## config.mk

```make
export PLATFORM = sky130hd
export DESIGN_NAME = prefetch_buffer
export DESIGN_NICKNAME = d
export VERILOG_FILES = /design/src/rtl/prefetch_buffer.sv
export SDC_FILE = /design/constraint.sdc
export NUM_CORES = 1
export LEC_CHECK = 0
export ABC_AREA = 0
export CAP_MARGIN = 20
export CORE_ASPECT_RATIO = 0.8
export CORE_MARGIN = 1.5
export CORE_UTILIZATION = 35
export DETAILED_ROUTE_END_ITERATION = 6
export HOLD_SLACK_MARGIN = 0.03
export PLACE_DENSITY = 0.56
export RECOVER_POWER = 25
export SYNTH_ARGS = -nofsm -noshare
export SYNTH_HDL_FRONTEND = slang
export SYNTH_SLANG_ARGS = --single-unit
```

## constraint.sdc

```tcl
create_clock -name clk -period 13.61 [get_ports clk]
set_input_delay 4.083 -clock clk [delete_from_list [all_inputs] [get_ports clk]]
set_output_delay 4.083 -clock clk [all_outputs]
set_load 0.01 [all_outputs]
```

## src/rtl/prefetch_buffer.sv

```systemverilog
// prefetch_buffer: filters and queues ISB prefetches, issues them to memory
// one at a time, and serves demand lookups from a small associative buffer.
module prefetch_buffer #(
  parameter int DEPTH_LOG = 2,
  parameter int AW = 16,
  parameter int DW = 16
) (
  input  logic          clk,
  input  logic          rst,
  input  logic          prefetch_v,
  input  logic [AW-1:0] prefetch_addr,
  output logic          mem_req_v,
  output logic [AW-1:0] mem_req_addr,
  input  logic          mem_req_ready,
  input  logic          mem_resp_v,
  input  logic [DW-1:0] mem_resp_data,
  input  logic          demand_v,
  input  logic [AW-1:0] demand_addr,
  output logic          hit_v,
  output logic [DW-1:0] hit_data,
  output logic          demand_pending,
  output logic [7:0]    drop_cnt
);

  localparam int N = 1 << DEPTH_LOG;

  typedef enum logic [1:0] {
    E_INV, E_QUE, E_ISS, E_RDY
  } ent_t;

  typedef enum logic [1:0] {
    S_IDLE, S_REQ, S_WAIT
  } fsm_t;

  ent_t          st_q  [N];
  ent_t          st_d  [N];
  logic [AW-1:0] tag_q [N];
  logic [AW-1:0] tag_d [N];
  logic [DW-1:0] dat_q [N];
  logic [DW-1:0] dat_d [N];

  fsm_t                 fsm_q, fsm_d;
  logic [DEPTH_LOG-1:0] alloc_ptr, alloc_ptr_d;
  logic [DEPTH_LOG-1:0] issue_ptr, issue_ptr_d;
  logic                 req_v_d;
  logic [AW-1:0]        req_addr_d;

  logic          dup, alloc, drop;
  logic          hit_m, pend_m;
  logic [DW-1:0] hit_dat;

  // Probe all entries: duplicate filter, demand hit/pending, victim check.
  always_comb begin
    dup     = 1'b0;
    hit_m   = 1'b0;
    pend_m  = 1'b0;
    hit_dat = '0;
    for (int i = 0; i < N; i++) begin
      if (st_q[i] != E_INV && tag_q[i] == prefetch_addr)
        dup = 1'b1;
      if (tag_q[i] == demand_addr) begin
        if (st_q[i] == E_RDY) begin
          hit_m   = 1'b1;
          hit_dat = dat_q[i];
        end
        if (st_q[i] == E_QUE || st_q[i] == E_ISS)
          pend_m = 1'b1;
      end
    end
    alloc = prefetch_v && !dup &&
            (st_q[alloc_ptr] == E_INV ||
             st_q[alloc_ptr] == E_RDY);
    drop  = prefetch_v && !dup && !alloc;
  end

  // Next entry state and issue FSM; allocation overrides a same-cycle hit.
  always_comb begin
    st_d        = st_q;
    tag_d       = tag_q;
    dat_d       = dat_q;
    fsm_d       = fsm_q;
    alloc_ptr_d = alloc_ptr;
    issue_ptr_d = issue_ptr;
    req_v_d     = mem_req_v;
    req_addr_d  = mem_req_addr;
    for (int i = 0; i < N; i++) begin
      if (demand_v && st_q[i] == E_RDY &&
          tag_q[i] == demand_addr)
        st_d[i] = E_INV;
    end
    if (alloc) begin
      st_d[alloc_ptr]  = E_QUE;
      tag_d[alloc_ptr] = prefetch_addr;
      alloc_ptr_d      = alloc_ptr + DEPTH_LOG'(1);
    end
    unique case (fsm_q)
      S_IDLE: begin
        if (st_q[issue_ptr] == E_QUE) begin
          fsm_d      = S_REQ;
          req_v_d    = 1'b1;
          req_addr_d = tag_q[issue_ptr];
        end
      end
      S_REQ: begin
        if (mem_req_ready) begin
          fsm_d           = S_WAIT;
          req_v_d         = 1'b0;
          st_d[issue_ptr] = E_ISS;
        end
      end
      S_WAIT: begin
        if (mem_resp_v) begin
          fsm_d            = S_IDLE;
          st_d[issue_ptr]  = E_RDY;
          dat_d[issue_ptr] = mem_resp_data;
          issue_ptr_d      = issue_ptr + DEPTH_LOG'(1);
        end
      end
      default: fsm_d = S_IDLE;
    endcase
  end

  // State registers, request port and registered demand results.
  always_ff @(posedge clk or posedge rst) begin
    if (rst) begin
      for (int i = 0; i < N; i++) begin
        st_q[i]  <= E_INV;
        tag_q[i] <= '0;
        dat_q[i] <= '0;
      end
      fsm_q          <= S_IDLE;
      alloc_ptr      <= '0;
      issue_ptr      <= '0;
      mem_req_v      <= 1'b0;
      mem_req_addr   <= '0;
      hit_v          <= 1'b0;
      hit_data       <= '0;
      demand_pending <= 1'b0;
      drop_cnt       <= '0;
    end else begin
      st_q           <= st_d;
      tag_q          <= tag_d;
      dat_q          <= dat_d;
      fsm_q          <= fsm_d;
      alloc_ptr      <= alloc_ptr_d;
      issue_ptr      <= issue_ptr_d;
      mem_req_v      <= req_v_d;
      mem_req_addr   <= req_addr_d;
      hit_v          <= demand_v && hit_m;
      demand_pending <= demand_v && pend_m;
      if (demand_v && hit_m)
        hit_data <= hit_dat;
      if (drop && drop_cnt != 8'hFF)
        drop_cnt <= drop_cnt + 8'd1;
    end
  end

endmodule

```

== Word level (Yosys, flattened, before mapping) ==
Cells that the tools add are included.
Word-level totals
  register bits after elaboration: 185
  input port bits: 54
  word-level logic and storage cells: 165
Operators by class
  add/sub/neg operators: 3
  $lt $le $gt $ge: 4
  eq/ne operators: 28
  mux-type cells: 62
  bitwise gates (word level): 9
  reductions and logical operators: 38
Operators by type and width (number)
  $mux W16: 12
  $bwmux W64: 2
  $eq A16 B16 Y1: 8
  $demux W16 S2: 2
  $bmux W16 S2: 1
  $mux W2: 13
  $mux W8: 3
  $mux W1: 22
  $eq A2 B2 Y1 const B: 10
  $logic_and A1 B1 Y1: 20
  $pmux W8 S2: 1
  $eq A2 B1 Y1 const B: 6
  $reduce_bool A2 Y1: 5
  $add A8 B1 Y8 const B: 1
  $and A4 B4 Y4: 2
  $bmux W2 S2: 2
  $demux W2 S2: 2
  $ne A8 B8 Y1 const B: 1
  $not A4 Y4: 2
  $or A4 B4 Y4: 2
  $or A8 B8 Y8: 1
  $ge A3 B3 Y1 const B: 2
  $lt A3 B1 Y1 const B: 2
  $ne A2 B2 Y1 const B: 3
  other kinds (9): 19

== Depth between registers and ports, before layout ==
Gate-level depths: netlist of run 1.
  word-level depth: 13
  depth in mapped cells: 9

== Worst setup path after synthesis of run 1 ==
OpenSTA, ideal clock, no wires.
  kind: in2reg
  from: in prefetch_addr[1]
  to: reg tag_q[0] in the netlist's numbering
  arrival time: 6.013 ns
  required time: 13.485 ns
  slack: 7.472 ns
  stages: 9
  buffers on the path: 2
  cell sequence: buf_4 xnor2_1 nand4_1 nor3_1 a22o_1 nor4b_4 nand2_4 buf_6 mux2_4
On the way
  cells in the longest elaborated chain, start to end: 9
  elaborated cells on any way between the ends: 15
RTL lines
  start: declaration: RTL line 11  | input logic [AW-1:0] prefetch_addr,
  $eq A16 B16 Y1: RTL line 59  | if (st_q[i] != E_INV && tag_q[i] == prefetch_addr)
  $logic_and A1 B1 Y1: RTL line 59
  $mux W1 (3 in series): RTL line 59
  $mux W1 *: RTL line 59
  $logic_not A1 Y1 *: RTL line 70  | alloc = prefetch_v && !dup &&
  $logic_and A1 B1 Y1 * (2 in series): RTL line 70
  end signal: assignment: RTL line 142  | tag_q <= tag_d;
  end: declaration: RTL line 37  | logic [AW-1:0] tag_q [N];
Every way passes the cells marked *; elsewhere a longest branch is shown, timed or not.
A chain may end at the register's enable or synchronous reset.

==> impl_metrics.json, run 1 <==
{
  "startpoint_type": "input pin",
  "grt_pass1_vias": 6472,
  "gp_congestion": 0.953,
  "maxCapViolations": 1,
  "final_cell_area_mm2": 0.0118,
  "critical_path_buf_inv_count": 2,
  "dpl_cell_area_mm2": 0.0112,
  "die_h_um": 154,
  "critPathTopFamily": "buffers and inverters",
  "clkTransAtPathRegs_ns": 0.07,
  "finClkSkew_ns": 0.0133,
  "cts_buffer_depth": 2,
  "async_flop_share": 1.00,
  "place_ws_ns": 5.96,
  "r2r-end": "hit_data[15]",
  "fin_util": 0.420,
  "fillers": 2683,
  "grt-ovfl-total": 0,
  "peakVddDrop_mv": 0.102,
  "drive_gt1_frac": 0.246,
  "htreeDepth": 4,
  "final_common_cell": "dfrtp_1",
  "setup_viol": 0,
  "swShare": 0.364,
  "ant_nets": 0,
  "hpwl_mm": 18.2,
  "cts_root_buf": "clkbuf_16",
  "fin_ws_ns": 5.80,
  "wirelength_mm": 26.1,
  "max_freq_mhz": 128,
  "hold_class": "reg2reg",
  "core_area_mm2": 0.0282,
  "antenna_found_initial": 0,
  "power.total_mw": 2.58,
  "yosys.area_share.adder": 0.0250,
  "placed_cells": 1216,
  "violations": "capacitance limit, slew limit",
  "holdWs_ns": 0.493,
  "grt_pass1_wl_mm": 40.5,
  "chipWidth_um": 192,
  "drt_iter0_drc": 388,
  "grt_max_degree": 108,
  "p_int_mw": 1.64,
  "yosys.area_share.simple": 0.0680,
  "cts_tree": "done",
  "syn-num-nets": 863,
  "setup_tns_ns": 0,
  "cp_slowest_stage_delay_ns": 2.69,
  "firstDrtPassIters": 4,
  "nets": 941,
  "synth_mux_area_frac": 0.217,
  "rows": 55,
  "comb_power_share": 0.403,
  "whs_endpoint": "hit_data[14]",
  "avgSynthCellArea_um2": 12.7,
  "hp-start": "hit_data[14]",
  "power_density_mw_per_mm2": 218,
  "finalNonFillerCells": 1249,
  "reg2reg_depth": 8,
  "path_class": "in2async",
  "crit_fanout": 107,
  "drc_errors": 0,
  "hold_buffers": 0,
  "io_pins": 97,
  "post-cts-setup-buffers": 0,
  "avgViaCountPerCell": 5.20,
  "numPortBuffers": 96,
  "synth-seq-cells": 185,
  "post_cts_resized": 0,
  "rsz0062_at_grt": "false",
  "switching_power_mw": 0.940,
  "seqPwrFrac": 0.399,
  "ys_seq_area_frac": 0.463,
  "antenna_cells": 0,
  "clockPowerShare": 0.198,
  "finalCriticalPeriod_ns": 7.81,
  "final_cell_mix": "dfrtp_1 (185), mux2_2 (113), clkdlybuf4s50_1 (93)",
  "syn_inst": 789,
  "grt_use_total": 0.185,
  "clock_sinks": 185,
  "synth-xor-area-share": 0.124,
  "syn_area_mm2": 0.0100,
  "area_delta_synth_final_pct": 18.5,
  "ys.flop_type": "dfrtp_1",
  "vias": 6491,
  "period_share": 0.574,
  "finalHoldViolations": 0,
  "cp_slowest_cell": "clkinvlp_2",
  "die_area_mm2": 0.0296,
  "synth_warnings": 0,
  "crit_path_end_kind": "asynchronous set/reset pin",
  "whs_path_depth": 1,
  "cp.arrival_ns": 7.49,
  "yosysUniqueCellTypes": 47,
  "cts_buffers": 17,
  "worst_pin_slew_ns": 4.91,
  "worst_skew_pair.late_latency_ns": 0.44,
  "synth_compound_area_frac": 0.0662,
  "cp.required_ns": 13.28,
  "path_cells": "dlygate4sd3_1 -> clkinvlp_2",
  "slew_viol_final": 108,
  "initial_core_util": 0.354,
  "avgRoutedWirePerCell_um": 20.9,
  "reg2reg_slack_ns": 10.18,
  "synth_enable_flop_cells": 0,
  "synth_top_family_by_area": "multiplexers",
  "outcome": "complete, but fails checks",
  "p_leak_nw": 5.02,
  "relSlewSlack": -2.29,
  "rr_startpoint": "tag_q[39]"
}
[synthesized netlist by cell type, types with 2 or more instances]
cell | instances | area [um^2]
o21a_1 | 16 | 120
mux2_4 | 34 | 510
nand2_1 | 33 | 124
nand3_1 | 9 | 45.0
a32oi_1 | 2 | 17.5
nand3b_1 | 2 | 15.0
xnor2_1 | 78 | 683
nand2_4 | 4 | 45.0
a22oi_1 | 3 | 22.5
o41a_1 | 2 | 22.5
o311ai_0 | 13 | 114
buf_2 | 5 | 25.0
buf_1 | 2 | 7.51
and2_1 | 2 | 12.5
o311ai_1 | 4 | 35.0
inv_1 | 25 | 93.8
a221oi_1 | 16 | 140
a21oi_1 | 3 | 15.0
a22o_1 | 2 | 17.5
nor3_1 | 5 | 25.0
and3_1 | 2 | 12.5
nor4_1 | 16 | 100
buf_6 | 7 | 78.8
a21o_1 | 2 | 15.0
dfrtp_1 | 185 | 4630
nand4_1 | 23 | 144
mux4_2 | 17 | 383
ha_1 | 20 | 250
buf_4 | 13 | 97.6
xor2_1 | 63 | 552
clkbuf_1 | 19 | 71.3
o21ai_0 | 6 | 30.0
mux2_2 | 113 | 1270
a32o_1 | 4 | 40.0
nor2_1 | 27 | 101
[layer usage]
| layer | vias up | GRT usage | routed length [um] |
|---|---|---|---|
| li1 | 2998 | - | - |
| met1 | 3334 | 0.296 | 13800 |
| met2 | 144 | 0.251 | 10800 |
| met3 | 15 | 0.0347 | 1270 |
| met4 | 0 | 0.0443 | 240 |
| met5 | - | 0 | 0 |
[registers in the layout, indices dropped and copies added (netlist names)]
register / count
fsm_q: 2
hit_data: 16
alloc_ptr: 2
mem_req_v: 1
tag_q: 64
demand_pending: 1
issue_ptr: 2
dat_q: 64
hit_v: 1
st_q: 8
drop_cnt: 8
mem_req_addr: 16
[worst register-to-register path, stage by stage, from the launching register on]
cell      delay (ns)
dfrtp_1         0.44
xnor2_1         0.26
nand4_1         0.18
nor4_1          0.72
and2_1          0.79
o41a_1          0.26
buf_4           0.31
o311ai_0        0.21
o21a_1          0.14
[layout make-up]
class	count	area [um^2]	share of cell area
Clock buffer	17	425	0.0359
Timing Repair Buffer	105	1060	0.0892
Tap cell	370	463	0.0391
Multi-Input combinational cell	533	4990	0.422
Clock inverter	14	180	0.0152
Inverter	25	95.1	0.00803
Sequential cell	185	4630	0.391
[logic make-up after synthesis]
kind of cell             Yosys count
flip-flops                       185
adder cells (fa/ha/maj)           20
AO/OA/AOI/OAI                     80
AND/OR/NAND/NOR                  128
buffers and inverters             71
XOR/XNOR                         141
multiplexers                     164
[power by group through the flow]
stage / registers (mW) / clock network (mW) / logic, mW
floorplan: 0.972 / 0 / 0.766
global placement: 1.03 / 0 / 1.03
detailed placement: 1.03 / 0 / 1.04
CTS: 1.03 / 0.527 / 1.04
global route: 1.06 / 0.547 / 1.13
finish: 1.03 / 0.511 / 1.04
[how the worst max path moves through the flow]
stage | start | to | slack (ns) | cells after the start
3_3_place_gp | demand_addr[3] | hit_data[7] | 5.97 | 9
5_1_grt | rst | drop_cnt[5] | 4.93 | 2
3_5_place_dp | demand_addr[3] | hit_data[15] | 5.96 | 9
6_report | rst | tag_q[8] | 5.80 | 2
4_1_cts | demand_addr[3] | hit_data[15] | 6.41 | 9
2_1_floorplan | rst | alloc_ptr[0] | 4.50 | 1
Note: power is estimated with default switching activity, not from simulation.
==> run 2: changes to the inputs <==
clock period = 7.8 ns   (was 13.61 ns; I/O delays follow)
==> impl_metrics.json, run 2 (synthesis results as in run 1) <==
{
  "outcome": "complete, but fails checks",
  "violations": "capacitance limit, slew limit",
  "setup_viol": 0,
  "reg2reg_slack_ns": 4.32,
  "setup_tns_ns": 0,
  "drc_errors": 0,
  "max_freq_mhz": 186,
  "cp.required_ns": 8.13,
  "slew_viol_final": 138,
  "fillers": 2693,
  "rsz0062_at_grt": "false",
  "avgRoutedWirePerCell_um": 21.1,
  "nets": 942,
  "io_pins": 97,
  "wirelength_mm": 26.4,
  "drt_iter0_drc": 364,
  "grt_max_degree": 138,
  "worst_pin_slew_ns": 2.95,
  "whs_endpoint": "hit_data[12]",
  "relSlewSlack": -0.968,
  "crit_fanout": 20,
  "reg2reg_depth": 5,
  "multiInputGateArea_mm2": 0.00499,
  "core_area_mm2": 0.0282,
  "power.total_mw": 4.48,
  "dpl_cell_area_mm2": 0.0112,
  "htreeDepth": 4,
  "worst_skew_pair.late_latency_ns": 0.44,
  "cts_buffers": 17,
  "seqCellArea_mm2": 0.00463,
  "finClkSkew_ns": 0.0136,
  "hold_class": "reg2reg",
  "avgViaCountPerCell": 5.18,
  "grt_pass1_vias": 6684,
  "holdWs_ns": 0.494,
  "grt_pass1_wl_mm": 41.8,
  "cts_buffer_depth": 2,
  "firstDrtPassIters": 4,
  "whs_path_depth": 1,
  "area_delta_synth_final_pct": 18.1,
  "final_cell_mix": "dfrtp_1 (185), mux2_2 (113), clkdlybuf4s50_1 (93)",
  "ant_nets": 0,
  "peakVddDrop_mv": 0.171,
  "post_cts_resized": 0,
  "startpoint_type": "input pin",
  "antenna_found_initial": 1,
  "finalCriticalPeriod_ns": 5.38,
  "post-cts-setup-buffers": 0,
  "cp.arrival_ns": 5.72,
  "cts_root_buf": "clkbuf_16",
  "finalHoldViolations": 0,
  "hold_buffers": 0,
  "power_density_mw_per_mm2": 380,
  "initial_core_util": 0.354,
  "crit_path_end_kind": "flop",
  "gp_congestion": 0.885,
  "drive_gt1_frac": 0.245,
  "path_class": "in2reg",
  "final_cell_area_mm2": 0.0118,
  "die_h_um": 154,
  "maxCapViolations": 1,
  "chipWidth_um": 192,
  "clock_sinks": 185,
  "hpwl_mm": 18.7,
  "vias": 6486,
  "hp-start": "hit_data[12]",
  "die_area_mm2": 0.0296,
  "rr_startpoint": "issue_ptr[1]",
  "cts_tree": "done",
  "period_share": 0.690,
  "grt_use_total": 0.188,
  "final_common_cell": "dfrtp_1",
  "r2r-end": "mem_req_addr[0]",
  "reg_top3": "dat_q (64), tag_q (64)",
  "grt-ovfl-total": 0,
  "clkTransAtPathRegs_ns": 0.07,
  "p_leak_nw": 4.99,
  "rows": 55,
  "numPortBuffers": 96
}
[run 2: changes by cell type in the layout (fill, tap and decap cells not counted), sizes merged]
cell	delta
clkinv	-2
clkinvlp	+2
bufinv	-1
clkbuf	+1
diode	+1
inv	+1
[run 2: per-layer routing]
layer / part of all wire / vias up / track usage
met3: 0.059 / 17 / 0.0507
met5: 0 / - / 0
met4: 0.0093 / 0 / 0.0435
met1: 0.53 / 3342 / 0.298
li1: - / 2991 / -
met2: 0.40 / 136 / 0.249
[run 2: where the power goes]
part	total (mW)	leakage (nW)	switching, mW	internal, mW
registers	1.79	2.31	0.428	1.37
logic	1.83	2.40	0.793	1.04
clock network	0.858	0.274	0.431	0.427
[run 2: how the worst max path moves through the flow]
stage	cells past startpoint	endpoint	from	slack [ns]
after global routing	3	hit_data[4]	rst	2.08
after CTS	10	hit_data[13]	demand_addr[7]	2.51
after floorplan	1	alloc_ptr[0]	rst	0.43
after global placement	10	hit_data[14]	demand_addr[13]	2.02
final	10	hit_data[13]	demand_addr[13]	2.42
after detailed placement	10	hit_data[13]	demand_addr[7]	2.05
[run 2: through the flow]
stage	worst slack, ns	cells	util
2_1_floorplan	0.431	789	-
3_3_place_gp	2.02	1218	0.397
3_5_place_dp	2.05	1218	0.397
4_1_cts	2.51	1249	0.418
5_1_grt	2.08	1250	0.418
6_report	2.42	1251	0.418
[run 2: worst max-delay path, cell delays in order]
cell and delay [ns]:
clkdlybuf4s50_1 0.54, xnor2_1 0.37, nand4_1 0.20, nor4_1 0.62
and2_1 0.22, buf_4 0.26, o41a_1 0.49, buf_4 0.33
o311ai_0 0.18, o21a_1 0.14
[run 2: area by class of cell]
type / instances / share of cell area
diodes: 1 / 0.000212
well taps: 370 / 0.0392
flip-flops and latches: 185 / 0.392
clock buffers: 17 / 0.0360
multi-input cells: 533 / 0.423
repair buffers: 106 / 0.0881
clock inverters: 14 / 0.0130
inverters: 25 / 0.00827
